<file path="src/rtl/axi_user_regs_pkg.sv">
// Shared constants, types and word-index decode for the AXI-Lite user register slave.
package axi_user_regs_pkg;

  localparam int unsigned WORD_W = 32;
  localparam int unsigned STRB_W = WORD_W / 8;

  localparam logic [1:0]        RESP_OKAY     = 2'b00;
  localparam logic [1:0]        RESP_SLVERR   = 2'b10;
  localparam logic [WORD_W-1:0] DEFAULT_MAGIC = 32'h11a6ebf8;

  typedef enum logic [1:0] {
    KIND_STATUS,
    KIND_MAGIC,
    KIND_CTRL,
    KIND_UNMAPPED
  } reg_kind_e;

  typedef struct packed {
    logic [WORD_W-1:0] data;
    logic [STRB_W-1:0] strb;
  } wr_beat_t;

  // Status words first, then the magic word, then the control bank.
  function automatic reg_kind_e decode_word(input int unsigned idx,
                                            input int unsigned num_status,
                                            input int unsigned num_ctrl);
    if (idx < num_status) return KIND_STATUS;
    if (idx == num_status) return KIND_MAGIC;
    if (idx < num_status + 1 + num_ctrl) return KIND_CTRL;
    return KIND_UNMAPPED;
  endfunction

  function automatic logic [WORD_W-1:0] apply_strb(input logic [WORD_W-1:0] old_word,
                                                   input wr_beat_t          beat);
    logic [WORD_W-1:0] merged;
    merged = old_word;
    for (int unsigned b = 0; b < STRB_W; b++) begin
      if (beat.strb[b]) merged[b*8 +: 8] = beat.data[b*8 +: 8];
    end
    return merged;
  endfunction

endpackage

</file>
<file path="src/rtl/axi_user_regs_wr_chan.sv">
// AXI-Lite write channel: independent AW/W hold registers, commit strobe and B response.
module axi_user_regs_wr_chan
  import axi_user_regs_pkg::*;
#(
  parameter int unsigned ADDR_W = 8
) (
  input  logic              clk,
  input  logic              rst_n,
  input  logic [ADDR_W-1:0] awaddr,
  input  logic              awvalid,
  output logic              awready,
  input  logic [WORD_W-1:0] wdata,
  input  logic [STRB_W-1:0] wstrb,
  input  logic              wvalid,
  output logic              wready,
  output logic [1:0]        bresp,
  output logic              bvalid,
  input  logic              bready,
  input  logic [1:0]        decode_resp,
  output logic              commit_c,
  output logic [ADDR_W-1:0] held_addr,
  output wr_beat_t          held_beat
);

  logic aw_full_q, w_full_q, bvalid_q, awready_q, wready_q;
  logic aw_full_d, w_full_d, bvalid_d;
  logic [1:0] bresp_q;

  assign commit_c = aw_full_q && w_full_q;

  // Hold-register occupancy and response state for the next cycle.
  always_comb begin
    aw_full_d = aw_full_q;
    w_full_d  = w_full_q;
    bvalid_d  = bvalid_q;
    if (commit_c) begin
      aw_full_d = 1'b0;
      w_full_d  = 1'b0;
      bvalid_d  = 1'b1;
    end else begin
      if (awvalid && awready_q) aw_full_d = 1'b1;
      if (wvalid && wready_q)   w_full_d  = 1'b1;
    end
    if (bvalid_q && bready) bvalid_d = 1'b0;
  end

  always_ff @(posedge clk or negedge rst_n) begin
    if (!rst_n) begin
      aw_full_q <= 1'b0;
      w_full_q  <= 1'b0;
      bvalid_q  <= 1'b0;
      bresp_q   <= RESP_OKAY;
      awready_q <= 1'b0;
      wready_q  <= 1'b0;
      held_addr <= '0;
      held_beat <= '0;
    end else begin
      aw_full_q <= aw_full_d;
      w_full_q  <= w_full_d;
      bvalid_q  <= bvalid_d;
      awready_q <= !aw_full_d && !bvalid_d;
      wready_q  <= !w_full_d && !bvalid_d;
      if (awvalid && awready_q) held_addr <= awaddr;
      if (wvalid && wready_q)   held_beat <= '{data: wdata, strb: wstrb};
      if (commit_c)             bresp_q   <= decode_resp;
    end
  end

  assign awready = awready_q;
  assign wready  = wready_q;
  assign bvalid  = bvalid_q;
  assign bresp   = bresp_q;

endmodule

</file>
<file path="src/rtl/axi_user_regs_gen.sv">
// AXI4-Lite user register slave: status words, magic word, control bank with update notify.
// Optional coherent status snapshot when USER_REGS_SNAPSHOT_EN is defined.
module axi_user_regs_gen
  import axi_user_regs_pkg::*;
#(
  parameter int unsigned                C_S_AXI_DATA_WIDTH = 32,
  parameter int unsigned                C_S_AXI_ADDR_WIDTH = 8,
  parameter int unsigned                NUM_STATUS         = 13,
  parameter int unsigned                NUM_CTRL           = 4,
  parameter logic [NUM_CTRL*32-1:0]     CTRL_RESET         = '0,
  parameter logic [31:0]                MAGIC              = DEFAULT_MAGIC
) (
  input  logic                            S_AXI_ACLK,
  input  logic                            S_AXI_ARESETN,
  input  logic [NUM_STATUS*32-1:0]        status_in,
  output logic [NUM_CTRL*32-1:0]          ctrl_out,
  output logic [NUM_CTRL-1:0]             ctrl_wr_pulse,
  output logic [NUM_CTRL-1:0]             ctrl_wr_toggle,
  input  logic [C_S_AXI_ADDR_WIDTH-1:0]   S_AXI_AWADDR,
  input  logic                            S_AXI_AWVALID,
  output logic                            S_AXI_AWREADY,
  input  logic [C_S_AXI_DATA_WIDTH-1:0]   S_AXI_WDATA,
  input  logic [C_S_AXI_DATA_WIDTH/8-1:0] S_AXI_WSTRB,
  input  logic                            S_AXI_WVALID,
  output logic                            S_AXI_WREADY,
  output logic [1:0]                      S_AXI_BRESP,
  output logic                            S_AXI_BVALID,
  input  logic                            S_AXI_BREADY,
  input  logic [C_S_AXI_ADDR_WIDTH-1:0]   S_AXI_ARADDR,
  input  logic                            S_AXI_ARVALID,
  output logic                            S_AXI_ARREADY,
  output logic [C_S_AXI_DATA_WIDTH-1:0]   S_AXI_RDATA,
  output logic [1:0]                      S_AXI_RRESP,
  output logic                            S_AXI_RVALID,
  input  logic                            S_AXI_RREADY
);

  localparam int unsigned CTRL_BASE = NUM_STATUS + 1;
  localparam int unsigned AW        = C_S_AXI_ADDR_WIDTH;

  logic                 commit_c;
  logic [AW-1:0]        held_addr;
  wr_beat_t             held_beat;
  int unsigned          wr_idx;
  reg_kind_e            wr_kind;
  logic [1:0]           wr_resp_c;

  logic [NUM_CTRL*32-1:0] ctrl_q;
  logic [NUM_CTRL-1:0]    pulse_q, toggle_q;

  int unsigned            rd_idx;
  reg_kind_e              rd_kind;
  logic                   ar_hs, arready_q, rvalid_q, rvalid_d;
  logic [31:0]            rd_data_c, rdata_q;
  logic [1:0]             rd_resp_c, rresp_q;
  logic [NUM_STATUS*32-1:0] status_view_c;

  logic unused_addr_bits;
  assign unused_addr_bits = ^{held_addr[1:0], S_AXI_ARADDR[1:0]};

  axi_user_regs_wr_chan #(.ADDR_W(AW)) u_wr_chan (
    .clk         (S_AXI_ACLK),
    .rst_n       (S_AXI_ARESETN),
    .awaddr      (S_AXI_AWADDR),
    .awvalid     (S_AXI_AWVALID),
    .awready     (S_AXI_AWREADY),
    .wdata       (S_AXI_WDATA),
    .wstrb       (S_AXI_WSTRB),
    .wvalid      (S_AXI_WVALID),
    .wready      (S_AXI_WREADY),
    .bresp       (S_AXI_BRESP),
    .bvalid      (S_AXI_BVALID),
    .bready      (S_AXI_BREADY),
    .decode_resp (wr_resp_c),
    .commit_c    (commit_c),
    .held_addr   (held_addr),
    .held_beat   (held_beat)
  );

  assign wr_idx    = 32'(held_addr[AW-1:2]);
  assign wr_kind   = decode_word(wr_idx, NUM_STATUS, NUM_CTRL);
  assign wr_resp_c = (wr_kind == KIND_CTRL) ? RESP_OKAY : RESP_SLVERR;

  // Control bank; every OKAY commit pulses and toggles its word, even with no strobes.
  always_ff @(posedge S_AXI_ACLK or negedge S_AXI_ARESETN) begin
    if (!S_AXI_ARESETN) begin
      ctrl_q   <= CTRL_RESET;
      pulse_q  <= '0;
      toggle_q <= '0;
    end else begin
      pulse_q <= '0;
      if (commit_c && wr_kind == KIND_CTRL) begin
        for (int unsigned k = 0; k < NUM_CTRL; k++) begin
          if (wr_idx == CTRL_BASE + k) begin
            ctrl_q[k*32 +: 32] <= apply_strb(ctrl_q[k*32 +: 32], held_beat);
            pulse_q[k]         <= 1'b1;
            toggle_q[k]        <= ~toggle_q[k];
          end
        end
      end
    end
  end

  assign ctrl_out       = ctrl_q;
  assign ctrl_wr_pulse  = pulse_q;
  assign ctrl_wr_toggle = toggle_q;

  assign ar_hs   = S_AXI_ARVALID && arready_q;
  assign rd_idx  = 32'(S_AXI_ARADDR[AW-1:2]);
  assign rd_kind = decode_word(rd_idx, NUM_STATUS, NUM_CTRL);

`ifdef USER_REGS_SNAPSHOT_EN
  logic [NUM_STATUS*32-1:0] shadow_q;
  logic                     unused_shadow0;

  // A read of status word 0 freezes the whole status bank for the following reads.
  always_ff @(posedge S_AXI_ACLK or negedge S_AXI_ARESETN) begin
    if (!S_AXI_ARESETN)             shadow_q <= '0;
    else if (ar_hs && rd_idx == 0)  shadow_q <= status_in;
  end

  assign unused_shadow0 = ^shadow_q[31:0];

  always_comb begin
    status_view_c        = shadow_q;
    status_view_c[31:0]  = status_in[31:0];
  end
`else
  assign status_view_c = status_in;
`endif

  // Read decode, sampled on the AR handshake edge.
  always_comb begin
    rd_data_c = '0;
    rd_resp_c = RESP_OKAY;
    unique case (rd_kind)
      KIND_STATUS: begin
        for (int unsigned k = 0; k < NUM_STATUS; k++) begin
          if (rd_idx == k) rd_data_c = status_view_c[k*32 +: 32];
        end
      end
      KIND_MAGIC: rd_data_c = MAGIC;
      KIND_CTRL: begin
        for (int unsigned k = 0; k < NUM_CTRL; k++) begin
          if (rd_idx == CTRL_BASE + k) rd_data_c = ctrl_q[k*32 +: 32];
        end
      end
      default: rd_resp_c = RESP_SLVERR;
    endcase
  end

  assign rvalid_d = ar_hs || (rvalid_q && !S_AXI_RREADY);

  always_ff @(posedge S_AXI_ACLK or negedge S_AXI_ARESETN) begin
    if (!S_AXI_ARESETN) begin
      rvalid_q  <= 1'b0;
      arready_q <= 1'b0;
      rdata_q   <= '0;
      rresp_q   <= RESP_OKAY;
    end else begin
      rvalid_q  <= rvalid_d;
      arready_q <= !rvalid_d;
      if (ar_hs) begin
        rdata_q <= rd_data_c;
        rresp_q <= rd_resp_c;
      end
    end
  end

  assign S_AXI_ARREADY = arready_q;
  assign S_AXI_RVALID  = rvalid_q;
  assign S_AXI_RDATA   = rdata_q;
  assign S_AXI_RRESP   = rresp_q;

endmodule

</file>
<file path="config.mk">
export PLATFORM = sky130hd
export DESIGN_NAME = axi_user_regs_gen
export DESIGN_NICKNAME = d
export VERILOG_FILES = /design/src/rtl/axi_user_regs_pkg.sv /design/src/rtl/axi_user_regs_wr_chan.sv /design/src/rtl/axi_user_regs_gen.sv
export SDC_FILE = /design/constraint.sdc
export NUM_CORES = 1
export LEC_CHECK = 0
export ABC_AREA = 1
export BUFFER_PORTS_ARGS = -buffer_cell sky130_fd_sc_hd__buf_2
export CAP_MARGIN = 20
export CORE_AREA = 4 4 248 250
export CTS_CLUSTER_DIAMETER = 40
export DETAILED_ROUTE_END_ITERATION = 7
export DIE_AREA = 0 0 252 254
export SLEW_MARGIN = 0
export SYNTH_ARGS = -nofsm -noshare
export SYNTH_HDL_FRONTEND = slang
export SYNTH_SLANG_ARGS = --single-unit
</file>
<file path="constraint.sdc">
create_clock -name S_AXI_ACLK -period 1.9 [get_ports S_AXI_ACLK]
set_input_delay 0.38 -clock S_AXI_ACLK [delete_from_list [all_inputs] [get_ports S_AXI_ACLK]]
set_output_delay 0.38 -clock S_AXI_ACLK [all_outputs]
set_load 0.03 [all_outputs]
</file>
* After elaboration in Yosys (flattened, before gate mapping)
Index checks and enable logic that the tools add are counted.
** Word-level totals
- Output and inout port bits :: 177
- Bits of input ports :: 475
- Bits in registers :: 223
- Word-level logic and storage cells :: 160
** Cells by class
- Reductions and logical operators :: 38
- Order comparisons :: 4
- Eq/ne operators :: 25
- Mux-type cells :: 55
- Bitwise operators :: 4
** Operators with widths (number)
- $mux W32 :: 17
- $pmux W32 S3 :: 1
- $eq A6 B4 Y1 const B :: 11
- $reduce_and A3 Y1 :: 16
- $logic_not A32 Y1 :: 1
- $mux W2 :: 14
- $eq A6 B3 Y1 const B :: 4
- $eq A6 B5 Y1 const B :: 4
- $mux W1 :: 22
- $eq A6 B2 Y1 const B :: 2
- $lt A6 B4 Y1 const B :: 2
- $lt A6 B5 Y1 const B :: 2
- $logic_and A1 B1 Y1 :: 9
- $reduce_and A2 Y1 :: 4
- $eq A6 B1 Y1 const B :: 1
- $logic_not A1 Y1 :: 5
- $eq A2 B2 Y1 const B :: 2
- $mux W4 :: 1
- $not A1 Y1 :: 4
- $reduce_or A3 Y1 :: 1
- $eq A2 B1 Y1 const B :: 1
- $logic_not A2 Y1 :: 1
- $logic_or A1 B1 Y1 :: 1

* Depth between registers and ports, before layout
- Depth after elaboration :: 15
- Depth in mapped cells :: 16
- Gate-level depth less buffers :: 16

* Modules after synthesis
Synthesis repeated with hierarchy kept, for this count alone.
** Unflattened totals
- Cell total of the unflattened synthesis :: 1970
- Area total of the unflattened synthesis :: 13461.7 µm²
** Modules (own cells, without submodules)
- axi_user_regs_gen :: cells each 1749, times used 1, sequential area each 4279.1 µm², area each 11388.4 µm²
- axi_user_regs_wr_chan :: cells each 221, times used 1, sequential area each 1276.2 µm², area each 2073.2 µm²

* Least setup slack after synthesis
No wires, ideal clock.
- Path kind :: input-to-reg
- Start point :: input S_AXI_ARADDR[5]
- End point :: register rdata_q[0] (netlist: S_AXI_RDATA[0])
- Path buffers :: 1
- Data required time :: 1783 ps
- Arrival :: 1741 ps
- Path slack :: 42 ps
- Stages :: 14
- Library setup time :: 117 ps
- Cells stage by stage :: nor2_2 nand3_2 clkbuf_1 or2_2 nand2_1 nand4_1 nand2_1 nand4_1 nand2_1 nand2_1 nand2_1 nand2_1 nand2_1 nand2_1
** Between the ends
- Word-level cells in the longest chain between the ends :: 15
- Elaborated cells on any way between the ends :: 52
- Those cells by class :: 2 x order compare; 19 x eq/ne; 29 x mux; 2 x reduce/logical
** RTL lines
- start: declaration :: RTL line axi_user_regs_gen.sv:29 : input logic [C_S_AXI_ADDR_WIDTH-1:0] S_AXI_ARADDR,
- $logic_not A32 Y1 :: RTL line axi_user_regs_gen.sv:139 : if (rd_idx == k) rd_data_c = status_view_c[k*32 +: 32];
- $mux W32 (13 in a row) :: RTL line axi_user_regs_gen.sv:139
- $pmux W32 S3 * :: RTL line axi_user_regs_gen.sv:136 : unique case (rd_kind)
- end signal: assignment :: RTL line axi_user_regs_gen.sv:164 : rdata_q <= rd_data_c;
- end: declaration :: RTL line axi_user_regs_gen.sv:54 : logic [31:0] rd_data_c, rdata_q;
Every way passes the cells marked *; elsewhere a longest branch is shown, timed or not. The select of a mux whose other input is x is not followed.
A chain may end at the register's enable or synchronous reset.

* Final worst setup path
- Start point :: input S_AXI_ARADDR[3]
- End point :: register rdata_q[1] (netlist: S_AXI_RDATA[1])
Same word-level chain as after synthesis.

==> results.sh <==
export IMPL_path_buf_inv=5
export IMPL_synth_cell_types=35
export IMPL_row_count=89
export IMPL_io_pin_count=652
export IMPL_wirelength_um=78300
export IMPL_synth_seq_area_share=0.425
export IMPL_final_common_cell="nand2_1"
export IMPL_setup_worst_path_end="S_AXI_RDATA[1]"
export IMPL_failed_checks="negative setup slack"
export IMPL_min_period_ns=1.91
export IMPL_layout_setup_ws_ns=-0.00807
export IMPL_setup_violations=1
export IMPL_grtUsageTotal=0.229
export IMPL_reg2reg_to="ctrl_out[84]"
export IMPL_mostFrequentLayoutCells="nand2_1 (682), buf_2 (640), dfrtp_1 (219)"
export IMPL_cts_root_buffer="clkbuf_16"
export IMPL_rr_worst_depth=9
export IMPL_power_density_nw_per_um2=1060
export IMPL_num_vias=16066
export IMPL_cp_startpoint="S_AXI_ARADDR[3]"
export IMPL_ant_nets=0
export IMPL_syn_to_final_growth_pct=59.2
export IMPL_clkSlewWorstSetupHoldPaths_ns=0.06
export IMPL_grt_pass1_vias=15882
export IMPL_tritoncts="yes"
export IMPL_drv_cap=0
export IMPL_antenna_found_initial=48
export IMPL_cp_num_cells=18
export IMPL_skew_ns=0.0320
export IMPL_fmax_ghz=0.524
export IMPL_total_power_mw=21.7
export IMPL_die_w_um=252
export IMPL_syn_area_per_cell_sq_um=6.85
export IMPL_grt_max_degree=64
export IMPL_initial_core_util=0.218
export IMPL_criticalPathCategory="in -> reg"
export IMPL_globalRoute_totalOverflow=0
export IMPL_hold_viol_final=0
export IMPL_max_stage_delay_ns=0.27
export IMPL_cts_buffers=36
export IMPL_slew_headroom=0.635
export IMPL_syn_area_sq_um=12900
export IMPL_critPathTopFamily="simple AND/OR/NAND/NOR gates"
export IMPL_r2r_start="u_wr_chan.held_addr[3]"
export IMPL_gp_congestion=0.980
export IMPL_core_area_sq_um=59000
export IMPL_r2r_slack_ns=0.13
export IMPL_grt_first_pass_wirelength_um=108000
export IMPL_clockBufferDepth=3
export IMPL_required_ns=2.33
export IMPL_die_y_um=254
export IMPL_holdCritStartpoint="S_AXI_BREADY"
export IMPL_worst_pin_slew_ns=0.547
export IMPL_worst_path_most_repeated_cell="nand2_1"
export IMPL_die_area_sq_um=64000
export IMPL_portBuffers=645
export IMPL_hp_class="in -> reg"
export IMPL_cp_arrival_ns=2.33
export IMPL_clkSinkCount=219
export IMPL_drt_pass1_iterations=6
export IMPL_crit_path_end_kind="register"
export IMPL_leakage_nw=10.9
export IMPL_critical_path_cell_chain="buf_6, buf_6, inv_4, nor2_4, nand3_4, clkbuf_16, buf_4, or2_2, nand2_1, nand4_1, nand2_1, nand4_1, nand2_1, nand2_1, nand2_1, nand2_1, nand2_1, nand2_1"
export IMPL_drive_gt1_frac=0.404
export IMPL_pre_cts_slack_ns=-1.02
export IMPL_clk_latency_ns=0.54
export IMPL_drt_iter0_markers=1099
export IMPL_rsz0062_at_grt="yes"
export IMPL_ys_ff_latch=219
export IMPL_fin_crit_sh=1.00
export IMPL_run_status="finished with violations"
export IMPL_crit_path_max_fanout=7
export IMPL_nets=3133
export IMPL_hpwl_um=64200
export IMPL_crit_slowest_cell="or2_2"
export IMPL_wl_per_cell_um=22.5
export IMPL_tns_ns=-0.00807
export IMPL_slew_viol_final=0
export IMPL_vdd_drop_max_v=0.00111
export IMPL_route_detailed_drc=0
export IMPL_ctsHtreeMaxLevel=2
export IMPL_final_core_util=0.348
export IMPL_critPathLaunchType="primary input"
export IMPL_vias_per_cell=4.61
export IMPL_synth_cells=1881
export IMPL_yosysWarnings=0
kinds of logic after synthesis:
kind of cell	synth area share
compound gates	0.120
simple gates	0.369
other cells	0.000291
flops	0.425
mux	0.00349
xor+xnor	0.00272
buf+inv	0.0788
worst min-delay path by stage:
| stage | endpoint | slack [ns] | depth (start not counted) |
|---|---|---|---|
| 2_1_floorplan | S_AXI_ARREADY | 0.08 | 0 |
| 3_3_place_gp | u_wr_chan.held_beat[30] | 0.38 | 1 |
| 3_5_place_dp | u_wr_chan.held_beat[30] | 0.38 | 1 |
| 4_1_cts | u_wr_chan.bvalid | 0.03 | 2 |
| 5_1_grt | u_wr_chan.bvalid | 0.04 | 2 |
| 6_report | u_wr_chan.bvalid | 0.06 | 2 |
flip-flops by register name (all words and copies together), names as in the netlist:
signal,cells
ctrl_out,128
u_wr_chan.held_beat,36
S_AXI_RDATA,32
u_wr_chan.held_addr,6
ctrl_wr_pulse,4
ctrl_wr_toggle,4
S_AXI_ARREADY,1
S_AXI_RRESP,1
S_AXI_RVALID,1
u_wr_chan.aw_full_q,1
u_wr_chan.awready,1
u_wr_chan.bresp,1
u_wr_chan.bvalid,1
u_wr_chan.w_full_q,1
u_wr_chan.wready,1
final cells by class:
type                    instances  area (sq um)
fillers                      6406         38500
flip-flops and latches        219          5480
repair buffers                840          5290
inverters                     158           596
multi-input cells            1403          6840
diodes                         28          70.1
clock inverters                25           327
well taps                     773           967
clock buffers                  41           960
synth_stat cells:
| cell type | number | area share |
|---|---|---|
| a2111oi_0 | 1 | 0.00068 |
| a21oi_1 | 119 | 0.046 |
| a221oi_1 | 2 | 0.0014 |
| a22o_1 | 1 | 0.00068 |
| buf_1 | 7 | 0.0020 |
| buf_2 | 17 | 0.0066 |
| buf_4 | 3 | 0.0017 |
| buf_6 | 1 | 0.00087 |
| clkbuf_1 | 74 | 0.022 |
| conb_1 | 1 | 0.00029 |
| dfrtp_1 | 219 | 0.43 |
| inv_1 | 153 | 0.045 |
| inv_2 | 5 | 0.0015 |
| mux2_2 | 4 | 0.0035 |
| nand2_1 | 727 | 0.21 |
| nand2_2 | 1 | 0.00049 |
| nand3_1 | 82 | 0.032 |
| nand3_2 | 2 | 0.0016 |
| nand4_1 | 82 | 0.040 |
| nor2_1 | 100 | 0.029 |
| nor2_2 | 10 | 0.0049 |
| nor2_4 | 1 | 0.00087 |
| nor3_1 | 3 | 0.0012 |
| nor3_2 | 2 | 0.0016 |
| nor3b_1 | 1 | 0.00058 |
| nor4_1 | 1 | 0.00049 |
| o2111ai_1 | 17 | 0.012 |
| o21a_1 | 12 | 0.0070 |
| o21ai_0 | 131 | 0.051 |
| o21ai_1 | 4 | 0.0016 |
| o31ai_1 | 1 | 0.00058 |
| or2_0 | 13 | 0.0063 |
| or2_1 | 6 | 0.0029 |
| or2_2 | 74 | 0.036 |
| xor2_1 | 4 | 0.0027 |
metal layers:
layer,vias up,GRT usage,part of all wire
met3,201,0.0586,0.080
met2,740,0.396,0.49
met1,7461,0.262,0.37
li1,7646,-,-
met5,-,0,0.0013
met4,18,0.120,0.061
power breakdown:
part           internal [mW]  leakage, nW  switching (mW)
Clock                   4.29        0.613            2.61
Combinational           2.21         7.51            5.14
Sequential              6.26         2.74            1.17
Total                   12.8         10.9            8.92
per-stage QoR:
stage,cells,hold slack [ns],instance area [sq um]
detailed placement,3382,0.376,18600
CTS,3449,0.0317,20000
global placement,3382,0.382,18600
global route,3485,0.0365,20500
floorplan,1882,0.0844,12900
finish,3487,0.0638,20500
what timing repair did:
action	4_1_cts	5_1_grt
resized for setup	29	97
setup buffers	0	8
setup endpoints to repair	27	77
cloned	0	3
pin swaps	7	54
hold buffers	1	0
hold endpoints to repair	56	0
Power figures use the tool's default switching activity.
